[src/rtl/usb_tx_line_encoder.sv]
// USB transmit line stage: bit stuffing, NRZI encoding and EOP generation
// driving the DP/DM pair from an LSB-first serial bit stream.
module usb_tx_line_encoder #(
    parameter int STUFF_LEN    = 6,
    parameter int SE0_CYCLES   = 2,
    parameter bit J_IS_DP_HIGH = 1'b1
) (
    input  logic clk,
    input  logic rst_L,
    input  logic bit_in,
    input  logic bit_valid,
    input  logic pkt_end,
    output logic pause,
    output logic dp,
    output logic dm,
    output logic tx_en,
    output logic eop_done,
    output logic underrun
);

    localparam int CNT_W = $clog2(STUFF_LEN + 1);
    localparam logic [CNT_W-1:0] STUFF_MAX = CNT_W'(STUFF_LEN);
    localparam logic [1:0]       SE0_LAST  = 2'(SE0_CYCLES - 1);
    localparam logic LVL_J = 1'b0;

    typedef enum logic [2:0] {
        ST_IDLE,
        ST_SEND,
        ST_STUFF,
        ST_EOP_SE0,
        ST_EOP_J
    } state_t;

    state_t           state_q, state_d;
    logic [CNT_W-1:0] ones_cnt_q, ones_cnt_d;
    logic             level_q, level_d;
    logic             end_lat_q, end_lat_d;
    logic [1:0]       se0_cnt_q, se0_cnt_d;
    logic             dp_q, dp_d;
    logic             dm_q, dm_d;
    logic             tx_en_q, tx_en_d;
    logic             eop_done_q, eop_done_d;
    logic             underrun_q, underrun_d;
    logic             j_sent_q, j_sent_d;

    logic             consume;
    logic             base_level;
    logic             next_level;
    logic [CNT_W-1:0] base_ones;
    logic [CNT_W-1:0] next_ones;

    // Line level 0 = J, 1 = K; mapped onto the wire pair by speed.
    function automatic logic [1:0] line_of(input logic lvl);
        logic d;
        d = J_IS_DP_HIGH ^ lvl;
        return {d, ~d};
    endfunction

    assign pause      = (state_q == ST_STUFF) || (state_q == ST_EOP_SE0) || (state_q == ST_EOP_J);
    assign consume    = bit_valid && ((state_q == ST_IDLE) || (state_q == ST_SEND));
    assign base_level = (state_q == ST_IDLE) ? LVL_J : level_q;
    assign base_ones  = (state_q == ST_IDLE) ? '0 : ones_cnt_q;
    assign next_ones  = bit_in ? base_ones + 1'b1 : '0;
    assign next_level = bit_in ? base_level : ~base_level;

    always_comb begin
        state_d    = state_q;
        ones_cnt_d = ones_cnt_q;
        level_d    = level_q;
        end_lat_d  = end_lat_q;
        se0_cnt_d  = se0_cnt_q;
        dp_d       = dp_q;
        dm_d       = dm_q;
        tx_en_d    = tx_en_q;
        underrun_d = 1'b0;
        j_sent_d   = (state_q == ST_EOP_J);
        eop_done_d = j_sent_q;

        case (state_q)
            ST_IDLE, ST_SEND: begin
                if (state_q == ST_IDLE) begin
                    {dp_d, dm_d} = line_of(LVL_J);
                    tx_en_d      = 1'b0;
                    level_d      = LVL_J;
                    ones_cnt_d   = '0;
                    end_lat_d    = 1'b0;
                end else begin
                    tx_en_d    = 1'b1;
                    underrun_d = !bit_valid;
                end
                if (consume) begin
                    ones_cnt_d   = next_ones;
                    level_d      = next_level;
                    {dp_d, dm_d} = line_of(next_level);
                    tx_en_d      = 1'b1;
                    se0_cnt_d    = '0;
                    // A stuff bit owed by the final data bit goes out before the EOP.
                    if (next_ones == STUFF_MAX) begin
                        state_d   = ST_STUFF;
                        end_lat_d = pkt_end;
                    end else if (pkt_end) begin
                        state_d = ST_EOP_SE0;
                    end else begin
                        state_d = ST_SEND;
                    end
                end
            end
            ST_STUFF: begin
                level_d      = ~level_q;
                ones_cnt_d   = '0;
                {dp_d, dm_d} = line_of(~level_q);
                tx_en_d      = 1'b1;
                se0_cnt_d    = '0;
                end_lat_d    = 1'b0;
                state_d      = end_lat_q ? ST_EOP_SE0 : ST_SEND;
            end
            ST_EOP_SE0: begin
                dp_d    = 1'b0;
                dm_d    = 1'b0;
                tx_en_d = 1'b1;
                if (se0_cnt_q == SE0_LAST) begin
                    state_d = ST_EOP_J;
                end else begin
                    se0_cnt_d = se0_cnt_q + 2'd1;
                end
            end
            ST_EOP_J: begin
                {dp_d, dm_d} = line_of(LVL_J);
                tx_en_d      = 1'b1;
                level_d      = LVL_J;
                ones_cnt_d   = '0;
                state_d      = ST_IDLE;
            end
            default: begin
                state_d = ST_IDLE;
            end
        endcase
    end

    always_ff @(posedge clk) begin
        if (rst_L) begin
            state_q    <= ST_IDLE;
            ones_cnt_q <= '0;
            level_q    <= LVL_J;
            end_lat_q  <= 1'b0;
            se0_cnt_q  <= '0;
            dp_q       <= J_IS_DP_HIGH;
            dm_q       <= ~J_IS_DP_HIGH;
            tx_en_q    <= 1'b0;
            eop_done_q <= 1'b0;
            underrun_q <= 1'b0;
            j_sent_q   <= 1'b0;
        end else begin
            state_q    <= state_d;
            ones_cnt_q <= ones_cnt_d;
            level_q    <= level_d;
            end_lat_q  <= end_lat_d;
            se0_cnt_q  <= se0_cnt_d;
            dp_q       <= dp_d;
            dm_q       <= dm_d;
            tx_en_q    <= tx_en_d;
            eop_done_q <= eop_done_d;
            underrun_q <= underrun_d;
            j_sent_q   <= j_sent_d;
        end
    end

    assign dp       = dp_q;
    assign dm       = dm_q;
    assign tx_en    = tx_en_q;
    assign eop_done = eop_done_q;
    assign underrun = underrun_q;

endmodule

[config.mk]
export PLATFORM = sky130hd
export DESIGN_NAME = usb_tx_line_encoder
export DESIGN_NICKNAME = d
export VERILOG_FILES = /design/src/rtl/usb_tx_line_encoder.sv
export SDC_FILE = /design/constraint.sdc
export NUM_CORES = 1
export LEC_CHECK = 0
export BUFFER_PORTS_ARGS = -buffer_cell sky130_fd_sc_hd__buf_2
export CAP_MARGIN = 20
export CORE_AREA = 2 2 49 51
export DETAILED_ROUTE_END_ITERATION = 7
export DIE_AREA = 0 0 51 53
export PLACE_DENSITY = 0.69
export SLEW_MARGIN = 20
export SYNTH_ARGS = -nofsm -noshare
export SYNTH_HDL_FRONTEND = slang
export SYNTH_SLANG_ARGS = --single-unit
[constraint.sdc]
create_clock -name clk -period 2.4 [get_ports clk]
set_input_delay 0.48 -clock clk [delete_from_list [all_inputs] [get_ports clk]]
set_output_delay 0.48 -clock clk [all_outputs]
set_load 0.02 [all_outputs]
==> reports/qor.txt <==
worst-path cell chain: buf_4 > nor2_1 > nand2_1 > nand2_1 > buf_2
Synth Area per Inst: 8.51 µm²
Detailed Route WL: 1800 µm
fin crit share: 83.1%
Root Driver: clkbuf_4
global-route usage over all layers: 15.7%
top cells by area, synth: dfxtp_1 36%, nor2_1 5.5%, nand2_1 3.4%, a32oi_1 2.9%, ha_1 2.8%
most numerous cell in the Yosys netlist: dfxtp_1
Slew headroom: 69.3%
top cell type by total area after synthesis: dfxtp_1
RSZ-0062 raised after global routing: false
commonest cells in the netlist: 16 x dfxtp_1, 13 x nor2_1, 8 x nand2_1
Pins Over Slew Limit: 0
max_cap viols: 0
post-route cell area: 988 µm²
Post-synth top flop: dfxtp_1
kind of critical path: reg -> out
Top delay family on crit path: simple AND/OR/NAND/NOR gates
CTS tree: built
hold buffers post-CTS: 0
vias in the first global route: 709
Final Hold Viols: 0
# rows: 17
global placer's final weighted congestion: 0.783
Startpoint Class: register
number of inserted diodes: 0
DRT antenna net count: 0
reg2reg end: end_lat_q
Synth Net Count: 112
dpl cell area: 952 µm²
hpwl dp: 1300 µm
die area: 0.00270 mm²
# setup viols final: 0
share of cells above drive strength 1: 19.5%
Layout Nets: 121
Crit-path slowest cell: dfxtp_1
vias per std cell: 5.50
actual slew at the worst max-slew pin: 0.459 ns
Core Area: 0.00215 mm²
Critical Path End Type: output port
YS warnings: 0
Iteration-0 DRC Markers: 14
DRC: 0
Tmin final: 1.99 ns
vias: 776
H-tree Lvls: 1
Layout Skew: 0.00519 ns
slowest stage delay, CP: 0.39 ns
fmax: 0.502 GHz
clock buffer count from CTS: 3
register bit count reported by yosys: 16
Die X: 51 µm
run status: completed
crit path max fanout: 10
most used cell, CP: nand2_1
total gr overflow: 0
Critical Path AT: 1.51 ns
I/O Buffers: 10
share of the synthesized area in the top cell type: 35.9%
Setup crit start: state_q[0]
Pwr per Cell Area: 563 mW/mm²
initial antenna violation count: 0
clock sink total: 16
Max clock buf depth: 2
reg2reg start: state_q[1]
worst hold path stage count: 2
router iterations before antenna repair: 4
Post-synth ARST share: 0%
drt wl/cell: 12.7 µm
pre-CTS setup slack: 0.612 ns
cell count of the worst reg-to-reg path: 7
mapped cell area: 893 µm²
Hold Crit Start: pkt_end
Static Leakage: 0.375 nW
Initial Utilization: 41.6%
die height: 53 µm
non-filler cells, final: 141
Skew-Pair Late Insertion Delay: 0.29 ns
Top-Level Pins: 11
reg2reg setup slack: 0.57 ns
first-pass GRT wire length: 3120 µm
WHS: 0.433 ns
post-placement cell count: 137
Buf/Inv on CP: 2
Hold EP: state_q[1]
Final WS setup: 0.407 ns
Clock transition at path regs: 0.10 ns
PostCTS Resize Cnt: 0
post-CTS setup buffer count: 0
post-route setup TNS: 0 ns
CP required: 1.92 ns
Mapped Cells: 105
worst IR drop on VDD: 0.321 mV
pin count of the biggest net entering global routing: 18
class of the worst hold path: in -> reg
post-synthesis sequential area ratio: 35.9%
P&R area growth vs syn: 10.6%
number of flops mapped to enable cells by yosys: 0
Fillers: 223
synth unique cells: 44
-- report_power, final --
part / internal (mW) / leakage (nW) / switching, mW
Clock: 0.0924 / 0.0210 / 0.0862
Combinational: 0.0362 / 0.224 / 0.0539
Sequential: 0.276 / 0.131 / 0.0122
Total: 0.404 / 0.375 / 0.152
-- kinds of logic after synthesis --
group	Yosys count	synth area share [%]
multiplexers	1	1.12
flip-flops	16	35.9
AO/OA/AOI/OAI	28	23.7
adder cells (fa/ha/maj)	2	2.80
AND/OR/NAND/NOR	45	28.7
XOR/XNOR	2	1.96
buffers and inverters	11	5.88
-- worst max-delay path by stage --
| stage | endpoint | cells after the start |
|---|---|---|
| 3_3_place_gp | end_lat_q | 7 |
| 3_5_place_dp | end_lat_q | 7 |
| 2_1_floorplan | state_q[1] | 7 |
| 4_1_cts | pause | 5 |
| 5_1_grt | pause | 5 |
| 6_report | pause | 5 |
-- metal layers --
layer | vias up | part of all wire (%) | track usage [%]
li1 | 394 | - | -
met1 | 369 | 47 | 18.4
met2 | 9 | 48 | 26.0
met3 | 4 | 1.9 | 1.69
met4 | 0 | 3.2 | 12.2
met5 | - | 0 | 0
-- cells in the final DEF (no fill, tap or decap), drive strengths merged, types with 2 or more instances in the layout --
| master | instances |
|---|---|
| a211oi | 3 |
| nand2 | 8 |
| nor4 | 2 |
| a21oi | 4 |
| nand2b | 4 |
| nor3 | 5 |
| a32oi | 3 |
| clkbuf | 4 |
| buf | 12 |
| inv | 3 |
| nor2 | 13 |
| ha | 2 |
| or2 | 2 |
| o21bai | 2 |
| nor2b | 4 |
| nor3b | 3 |
| o21ai | 4 |
| dfxtp | 16 |
-- final cells by class --
type | instances | area (µm²) | share of cell area [%]
Tap cell | 28 | 35.0 | 3.54
Inverter | 3 | 11.3 | 1.14
Multi-Input combinational cell | 78 | 520 | 52.7
Clock buffer | 4 | 36.3 | 3.67
Sequential cell | 16 | 320 | 32.4
Timing Repair Buffer | 12 | 65.1 | 6.58
-- through the flow --
| stage | utilization [%] | power [mW] |
|---|---|---|
| after global placement | 44.3 | 0.382 |
| after global routing | 46.0 | 0.589 |
| after CTS | 46.0 | 0.563 |
| after detailed placement | 44.3 | 0.384 |
| final | 46.0 | 0.556 |
| after floorplan | - | 0.364 |
-- registers in the layout, summed over array words and instances (netlist names) --
name / cells
dp: 1
eop_done: 1
state_q: 3
tx_en: 1
end_lat_q: 1
se0_cnt_q: 2
dm: 1
ones_cnt_q: 3
level_q: 1
eop_done_d: 1
underrun: 1
Power figures use the tool's default switching activity.
